==> config.mk <==
export PLATFORM = sky130hd
export DESIGN_NAME = in_channel_fifo_flat
export DESIGN_NICKNAME = d
export VERILOG_FILES = /design/src/rtl/fpga_pkg.sv /design/src/rtl/in_channel_fifo_if.sv /design/src/rtl/channel_ram.sv /design/src/rtl/in_channel_fifo.sv /design/src/flat_wrapper.sv
export SDC_FILE = /design/constraint.sdc
export NUM_CORES = 1
export LEC_CHECK = 0
export CAP_MARGIN = 30
export CORE_UTILIZATION = 59
export CTS_BUF_LIST = sky130_fd_sc_hd__clkbuf_8
export DETAILED_ROUTE_END_ITERATION = 8
export PLACE_DENSITY = 0.84
export SLEW_MARGIN = 20
export SYNTH_ARGS = -nofsm -noshare
export SYNTH_HDL_FRONTEND = slang
export SYNTH_SLANG_ARGS = --single-unit
==> constraint.sdc <==
create_clock -name clock -period 4.1 [get_ports clock]
set_input_delay 0.615 -clock clock [delete_from_list [all_inputs] [get_ports clock]]
set_output_delay 0.615 -clock clock [all_outputs]
set_load 0.005 [all_outputs]
==> src/rtl/fpga_pkg.sv <==
// Shared definitions for the execution-core FPGA build: word width, word type
// and the ceil-log2 helper used to size pointers and counters.
package fpga_pkg;

    localparam int MemoryElementWidth = 12;

    typedef logic [MemoryElementWidth-1:0] word_t;

    // Smallest n with 2**n >= value; usable in parameter expressions.
    function automatic int clog2(input int value);
        int result;
        result = 0;
        while ((1 << result) < value) begin
            result++;
        end
        return result;
    endfunction

endpackage

==> src/rtl/in_channel_fifo_if.sv <==
// Producer/core side of the buffered input channel, grouped so the FIFO and its
// users can bind to one bundle through the master/slave modports.
interface in_channel_fifo_if
    import fpga_pkg::*;
#(
    parameter int Width      = MemoryElementWidth,
    parameter int SizeWidth  = 4,
    parameter int CountWidth = 16
) ();

    // Load handshake: a word transfers on every rising clock edge where
    // load_valid and load_ready are both high; load_data must be stable while
    // load_valid is high, and load_ready never depends on load_valid or pop.
    logic                  load_valid;
    logic [Width-1:0]      load_data;
    logic                  load_ready;

    logic                  flush;
    logic                  pop;
    logic [SizeWidth-1:0]  size;
    logic [Width-1:0]      head_data;
    logic                  underflow;
    logic [CountWidth-1:0] accepted;

    modport master (
        output load_valid,
        output load_data,
        output flush,
        output pop,
        input  load_ready,
        input  size,
        input  head_data,
        input  underflow,
        input  accepted
    );

    modport slave (
        input  load_valid,
        input  load_data,
        input  flush,
        input  pop,
        output load_ready,
        output size,
        output head_data,
        output underflow,
        output accepted
    );

endinterface

==> src/rtl/channel_ram.sv <==
// Word storage for the input channel: one synchronous write port and an
// asynchronous read port so the head word is visible in the cycle it is popped.
module channel_ram
    import fpga_pkg::*;
#(
    parameter int Depth     = 8,
    parameter int Width     = MemoryElementWidth,
    parameter int AddrWidth = clog2(Depth)
) (
    input  logic                 clock,
    input  logic                 writeEnable,
    input  logic [AddrWidth-1:0] writeAddr,
    input  logic [Width-1:0]     writeData,
    input  logic [AddrWidth-1:0] readAddr,
    output logic [Width-1:0]     readData
);

    logic [Width-1:0] mem [Depth];

    always_ff @(posedge clock) begin
        if (writeEnable) begin
            mem[writeAddr] <= writeData;
        end
    end

    assign readData = mem[readAddr];

endmodule

==> src/rtl/in_channel_fifo.sv <==
// Buffered input channel in front of the core's in/inSize instructions:
// first-word-fall-through FIFO with sticky underflow and a saturating accept count.
module in_channel_fifo
    import fpga_pkg::*;
#(
    parameter int MemoryElementWidth = fpga_pkg::MemoryElementWidth,
    parameter int Depth              = 8,
    parameter int CountWidth         = 16
) (
    input logic              clock,
    input logic              reset,
    in_channel_fifo_if.slave ch
);

    localparam int PtrWidth  = clog2(Depth);
    localparam int SizeWidth = clog2(Depth + 1);
    localparam logic [PtrWidth-1:0]  LastPtr   = PtrWidth'(Depth - 1);
    localparam logic [SizeWidth-1:0] DepthSize = SizeWidth'(Depth);

    logic [PtrWidth-1:0]           rdPtr;
    logic [PtrWidth-1:0]           wrPtr;
    logic [SizeWidth-1:0]          sizeReg;
    logic                          underflowReg;
    logic [CountWidth-1:0]         acceptedReg;
    logic [MemoryElementWidth-1:0] headHold;
    logic [MemoryElementWidth-1:0] ramReadData;

    logic notEmpty;
    logic loadReady;
    logic pushFire;
    logic popFire;
    logic popEmpty;

    // Pointers wrap at Depth, which need not be a power of two.
    function automatic logic [PtrWidth-1:0] nextPtr(input logic [PtrWidth-1:0] ptr);
        return (ptr == LastPtr) ? '0 : ptr + PtrWidth'(1);
    endfunction

    assign notEmpty  = (sizeReg != '0);
    assign loadReady = (sizeReg < DepthSize) && !reset && !ch.flush;
    assign pushFire  = ch.load_valid && loadReady;
    assign popFire   = ch.pop && notEmpty && !ch.flush;
    assign popEmpty  = ch.pop && !notEmpty && !ch.flush;

    channel_ram #(
        .Depth(Depth),
        .Width(MemoryElementWidth),
        .AddrWidth(PtrWidth)
    ) ram (
        .clock(clock),
        .writeEnable(pushFire),
        .writeAddr(wrPtr),
        .writeData(ch.load_data),
        .readAddr(rdPtr),
        .readData(ramReadData)
    );

    always_ff @(posedge clock) begin
        if (reset || ch.flush) begin
            rdPtr        <= '0;
            wrPtr        <= '0;
            sizeReg      <= '0;
            underflowReg <= 1'b0;
            acceptedReg  <= '0;
        end else begin
            if (pushFire) begin
                wrPtr <= nextPtr(wrPtr);
            end
            if (popFire) begin
                rdPtr <= nextPtr(rdPtr);
            end
            if (pushFire && !popFire) begin
                sizeReg <= sizeReg + SizeWidth'(1);
            end else if (popFire && !pushFire) begin
                sizeReg <= sizeReg - SizeWidth'(1);
            end
            // A pop racing the first push still underflows: that word is not visible yet.
            if (popEmpty) begin
                underflowReg <= 1'b1;
            end
            if (pushFire && (acceptedReg != '1)) begin
                acceptedReg <= acceptedReg + CountWidth'(1);
            end
        end
    end

    // Remembers the last presented head so an empty channel leaves 'in' targets unchanged.
    always_ff @(posedge clock) begin
        if (reset) begin
            headHold <= '0;
        end else if (notEmpty) begin
            headHold <= ramReadData;
        end
    end

    assign ch.load_ready = loadReady;
    assign ch.size       = sizeReg;
    assign ch.head_data  = notEmpty ? ramReadData : headHold;
    assign ch.underflow  = underflowReg;
    assign ch.accepted   = acceptedReg;

    sizeWithinDepth: assert property (@(posedge clock) disable iff (reset) sizeReg <= DepthSize);
    fullBlocksLoad: assert property (@(posedge clock) (sizeReg == DepthSize) |-> !loadReady);

endmodule

==> src/flat_wrapper.sv <==
// flat-port wrapper written by rule: the top's interface ports become plain ports
module in_channel_fifo_flat import fpga_pkg::*;
#(
    parameter int MemoryElementWidth = fpga_pkg::MemoryElementWidth,
    parameter int Depth              = 8,
    parameter int CountWidth         = 16
)
  (clock, reset, ch_load_valid, ch_load_data, ch_flush, ch_pop, ch_load_ready, ch_size, ch_head_data, ch_underflow, ch_accepted);
  in_channel_fifo_if #(.Width(12), .SizeWidth(4), .CountWidth(CountWidth)) ch_i ();
  input logic clock;
  input logic reset;
  input wire logic [$bits(ch_i.load_valid)-1:0] ch_load_valid;
  input wire logic [$bits(ch_i.load_data)-1:0] ch_load_data;
  input wire logic [$bits(ch_i.flush)-1:0] ch_flush;
  input wire logic [$bits(ch_i.pop)-1:0] ch_pop;
  output wire logic [$bits(ch_i.load_ready)-1:0] ch_load_ready;
  output wire logic [$bits(ch_i.size)-1:0] ch_size;
  output wire logic [$bits(ch_i.head_data)-1:0] ch_head_data;
  output wire logic [$bits(ch_i.underflow)-1:0] ch_underflow;
  output wire logic [$bits(ch_i.accepted)-1:0] ch_accepted;
  assign ch_i.load_valid = ch_load_valid;
  assign ch_i.load_data = ch_load_data;
  assign ch_i.flush = ch_flush;
  assign ch_i.pop = ch_pop;
  assign ch_load_ready = ch_i.load_ready;
  assign ch_size = ch_i.size;
  assign ch_head_data = ch_i.head_data;
  assign ch_underflow = ch_i.underflow;
  assign ch_accepted = ch_i.accepted;
  in_channel_fifo #(.MemoryElementWidth(MemoryElementWidth), .Depth(Depth), .CountWidth(CountWidth)) u_core (.clock(clock), .reset(reset), .ch(ch_i));
endmodule
==> summary.md <==
| Metric | Value |
|---|---|
| Hold EP | `u_core.ch.underflow` |
| Syn Std Cell Area | `5500 µm²` |
| Req. time, crit path | `~3500 ps` |
| Post-CTS Hold Buffers | `0` |
| Vias | `roughly 3400` |
| Cell taking the most area after synthesis | `edfxtp_1` |
| Pre-Repair DR Iteration Count | `5` |
| R2r startpoint | `u_core.ch.size[0]` |
| Netlist cell types | `38` |
| Hold_ws | `approximately 470 ps` |
| Die height | `~99 µm` |
| Setup TNS | `0 ps` |
| Gp weighted congestion | `0.789` |
| Hold Crit Class | `flip-flop to flip-flop` |
| Post-DRT Antenna Nets | `0` |
| # H-tree levels | `4` |
| PortBufs | `50` |
| Slew @ Worst Pin | `933 ps` |
| Core ar. | `8890 µm²` |
| Syn. warnings | `0` |
| Largest net degree at the start of global routing | `25` |
| CP Class | `flip-flop to primary output` |
| Share of cells above drive strength 1 | `around 16%` |
| Critical path capture point type | `primary output` |
| Max cap viols | `0` |
| Register bit total from synthesis | `~140` |
| LEAKAGE | `around 0.0022 µW` |
| Setup bufs post-CTS | `0` |
| All-layer global routing usage | `roughly a quarter` |
| Clk slew on worst S/H paths | `80 ps` |
| IO Pins | `between 50 and 60` |
| Status | `finished, final reports clean` |
| Cell depth of the worst hold path | `2` |
| Crit path DAT | `3120 ps` |
| Nets | `between 400 and 500` |
| Inserted Clock Buffers | `17` |
| Vias per inst | `between 6 and 7` |
| Mapped Cells | `about 380` |
| Hpwl dp | `6890 µm` |
| Syn nets | `402` |
| Worst-Skew Late Latency | `between 400 and 500 ps` |
| Tcrit/Tclk final | `about nine tenths` |
| Initial core utilization | `between 60% and 70%` |
| Dominant cells by area after synthesis | `edfxtp_1 (52%), dfxtp_1 (15%), mux4_2 (9.8%)` |
| Layout fillers | `540` |
| Slowest CP cell | `dfxtp_1` |
| Rows | `34` |
| Hold Path Origin | `u_core.ch.underflow` |
| Register area share after synthesis | `between 60% and 70%` |
| Die X | `98.6 µm` |
| N_diodes | `0` |
| Initial antenna violation count | `0` |
| GRT overflow | `0` |
| Max IR drop VDD | `333 µV` |
| Drt drc | `0` |
| P&R area growth vs syn | `19.7%` |
| Hold Vio Cnt, Final | `0` |
| Worst reg-to-reg setup slack | `900 ps` |
| Slew Limit Fails | `0` |
| CTS tree | `yes` |
| Die area | `approximately 9700 µm²` |
| Fin crit period | `3740 ps` |
| Number of synthesized flops with an enable pin | `96` |
| Clock Sinks | `138` |
| Worst-case reg-to-reg path depth | `10` |
| Worst relative slew slack | `~38%` |
| Syn Area/Cell | `~15 µm²` |
| Fin Clk Skew | `around 10 ps` |
| Top-area cell type share of the netlist area | `52.4%` |
| Vias in the first global route | `3305` |
| Pwr dens | `roughly 420 nW/µm²` |
| First-pass GRT wire length | `16700 µm` |
| CTS Root Cell | `clkbuf_8` |
| Async S/R FF share, synth | `0%` |
| R2R Path End | `u_core.ch.size[3]` |
| Startpoint types | `flip-flop` |
| Post-CTS sizing | `0` |
| Worst-path fanout max | `19` |
| Slowest stage delay, CP | `a little over 600 ps` |
| RSZ-0062 raised after global routing | `false` |
| CP cell instances | `buf_12 > mux4_2 > nor2b_1 > a211oi_1 > nor2_1 > clkdlybuf4s50_1` |
| Top_reg_cell synth | `edfxtp_1` |
| Max Freq | `between 200 and 300 MHz` |
| Clock Tree Buf Depth | `2` |
| WL final | `10700 µm` |
| Final setup fails | `0` |
| Initial DRC count | `around 250` |
| Avg WL per Cell | `around 19 µm` |
-- power breakdown --
part           total (µW)  switching, µW  internal, µW
combinational         202           98.9           103
clock                1040            592           453
sequential           1520           10.4          1510
-- synth_stat cells, types with 6 or more instances --
cell type  count
edfxtp_1      96
nor2_1        43
dfxtp_1       42
mux4_2        24
nor3_1        21
nand2_1       16
clkbuf_1      15
a211oi_1      12
nor2b_1       12
a21oi_1       11
ha_1           8
mux2i_1        7
inv_1          6
or4_1          6
-- state kept, by name, summed over array words and instances (netlist names), named ones only --
register / flops
u_core.ch.accepted: 16
u_core.wrPtr: 3
u_core.ram.mem: 96
u_core.rdPtr: 3
u_core.ch.size: 4
u_core.headHold: 12
u_core.ch.underflow: 1
-- worst max-delay path: cells and delay by family (launching register included) --
family / cells / cell delay, ps
AOI/OAI and AO/OA: 1 / 520
buffers and inverters: 2 / 730
DFF: 1 / 610
muxes: 1 / 540
and+or+nand+nor: 2 / 280
-- cell families after synthesis --
kind of cell               Yosys count  share of synthesized area, %
muxes                               32                          11.3
buffers and inverters               26                          1.77
AOI/OAI and AO/OA                   43                          5.35
xor gates and xnor gates             3                         0.478
adders and majority gates            9                          2.18
DFF                                138                          67.7
and+or+nand+nor                    125                          11.2
-- per-stage QoR --
step	instance area [µm²]	setup WS [ps]	std cells	utilization (%)	total power, µW
3_3_place_gp	6190	788	528	69.6	1740
3_5_place_dp	6200	691	529	69.7	1750
4_1_cts	6580	354	561	74.0	2780
5_1_grt	6580	230	561	74.0	2850
2_1_floorplan	5500	1030	376	-	1640
6_report	6580	363	561	74.0	2770
-- per-layer routing --
layer  wire length, µm  global-route usage (%)
met3               672                    6.10
met4               221                    11.1
met1              4580                    31.1
met2              5200                    37.4
met5                 0                       0
-- worst max path at each step --
stage | from | endpoint | slack [ps] | cells past startpoint
after floorplan | reset | u_core.ram.mem[0][0] | 1030 | 4
after CTS | flip-flop | ch_head_data[10] | 350 | 6
after detailed placement | ch_flush | u_core.ch.size[3] | 690 | 10
after global placement | reset | u_core.ch.size[3] | 790 | 10
final | flip-flop | ch_head_data[11] | 360 | 6
after global routing | flip-flop | ch_head_data[10] | 230 | 6
-- area by class of cell --
cell class	count	area [µm²]	area share [%]
clock buffer	17	234	3.56
clock inverter	15	149	2.26
inverter	7	26.3	0.399
multi-input combinational	212	1690	25.7
sequential	138	3720	56.6
tap	108	135	2.05
timing repair buffer	64	622	9.45
-- placed cells by master (no fill, tap or decap), types with 2 or more instances in the layout --
| cell type | instances |
|---|---|
| clkinvlp_4 | 2 |
| mux2i_1 | 7 |
| o41ai_1 | 3 |
| nor4_1 | 2 |
| nand2b_1 | 2 |
| inv_6 | 5 |
| o311ai_0 | 5 |
| a21oi_1 | 11 |
| buf_4 | 12 |
| o31ai_1 | 5 |
| mux4_2 | 24 |
| clkbuf_8 | 17 |
| or4_1 | 6 |
| or3_1 | 3 |
| and2_1 | 2 |
| a211oi_1 | 12 |
| xor2_1 | 2 |
| nor4_2 | 2 |
| clkdlybuf4s50_1 | 50 |
| ha_1 | 8 |
| inv_1 | 6 |
| nand2_1 | 16 |
| dfxtp_1 | 42 |
| nor2_1 | 43 |
| inv_8 | 5 |
| edfxtp_1 | 96 |
| nor3_1 | 21 |
| o21ai_0 | 4 |
| nand4_1 | 5 |
| nor2b_1 | 12 |
| clkinv_4 | 2 |
| and3_1 | 2 |
| nand3_1 | 5 |
No activity file was read; power rests on OpenSTA's default activity.
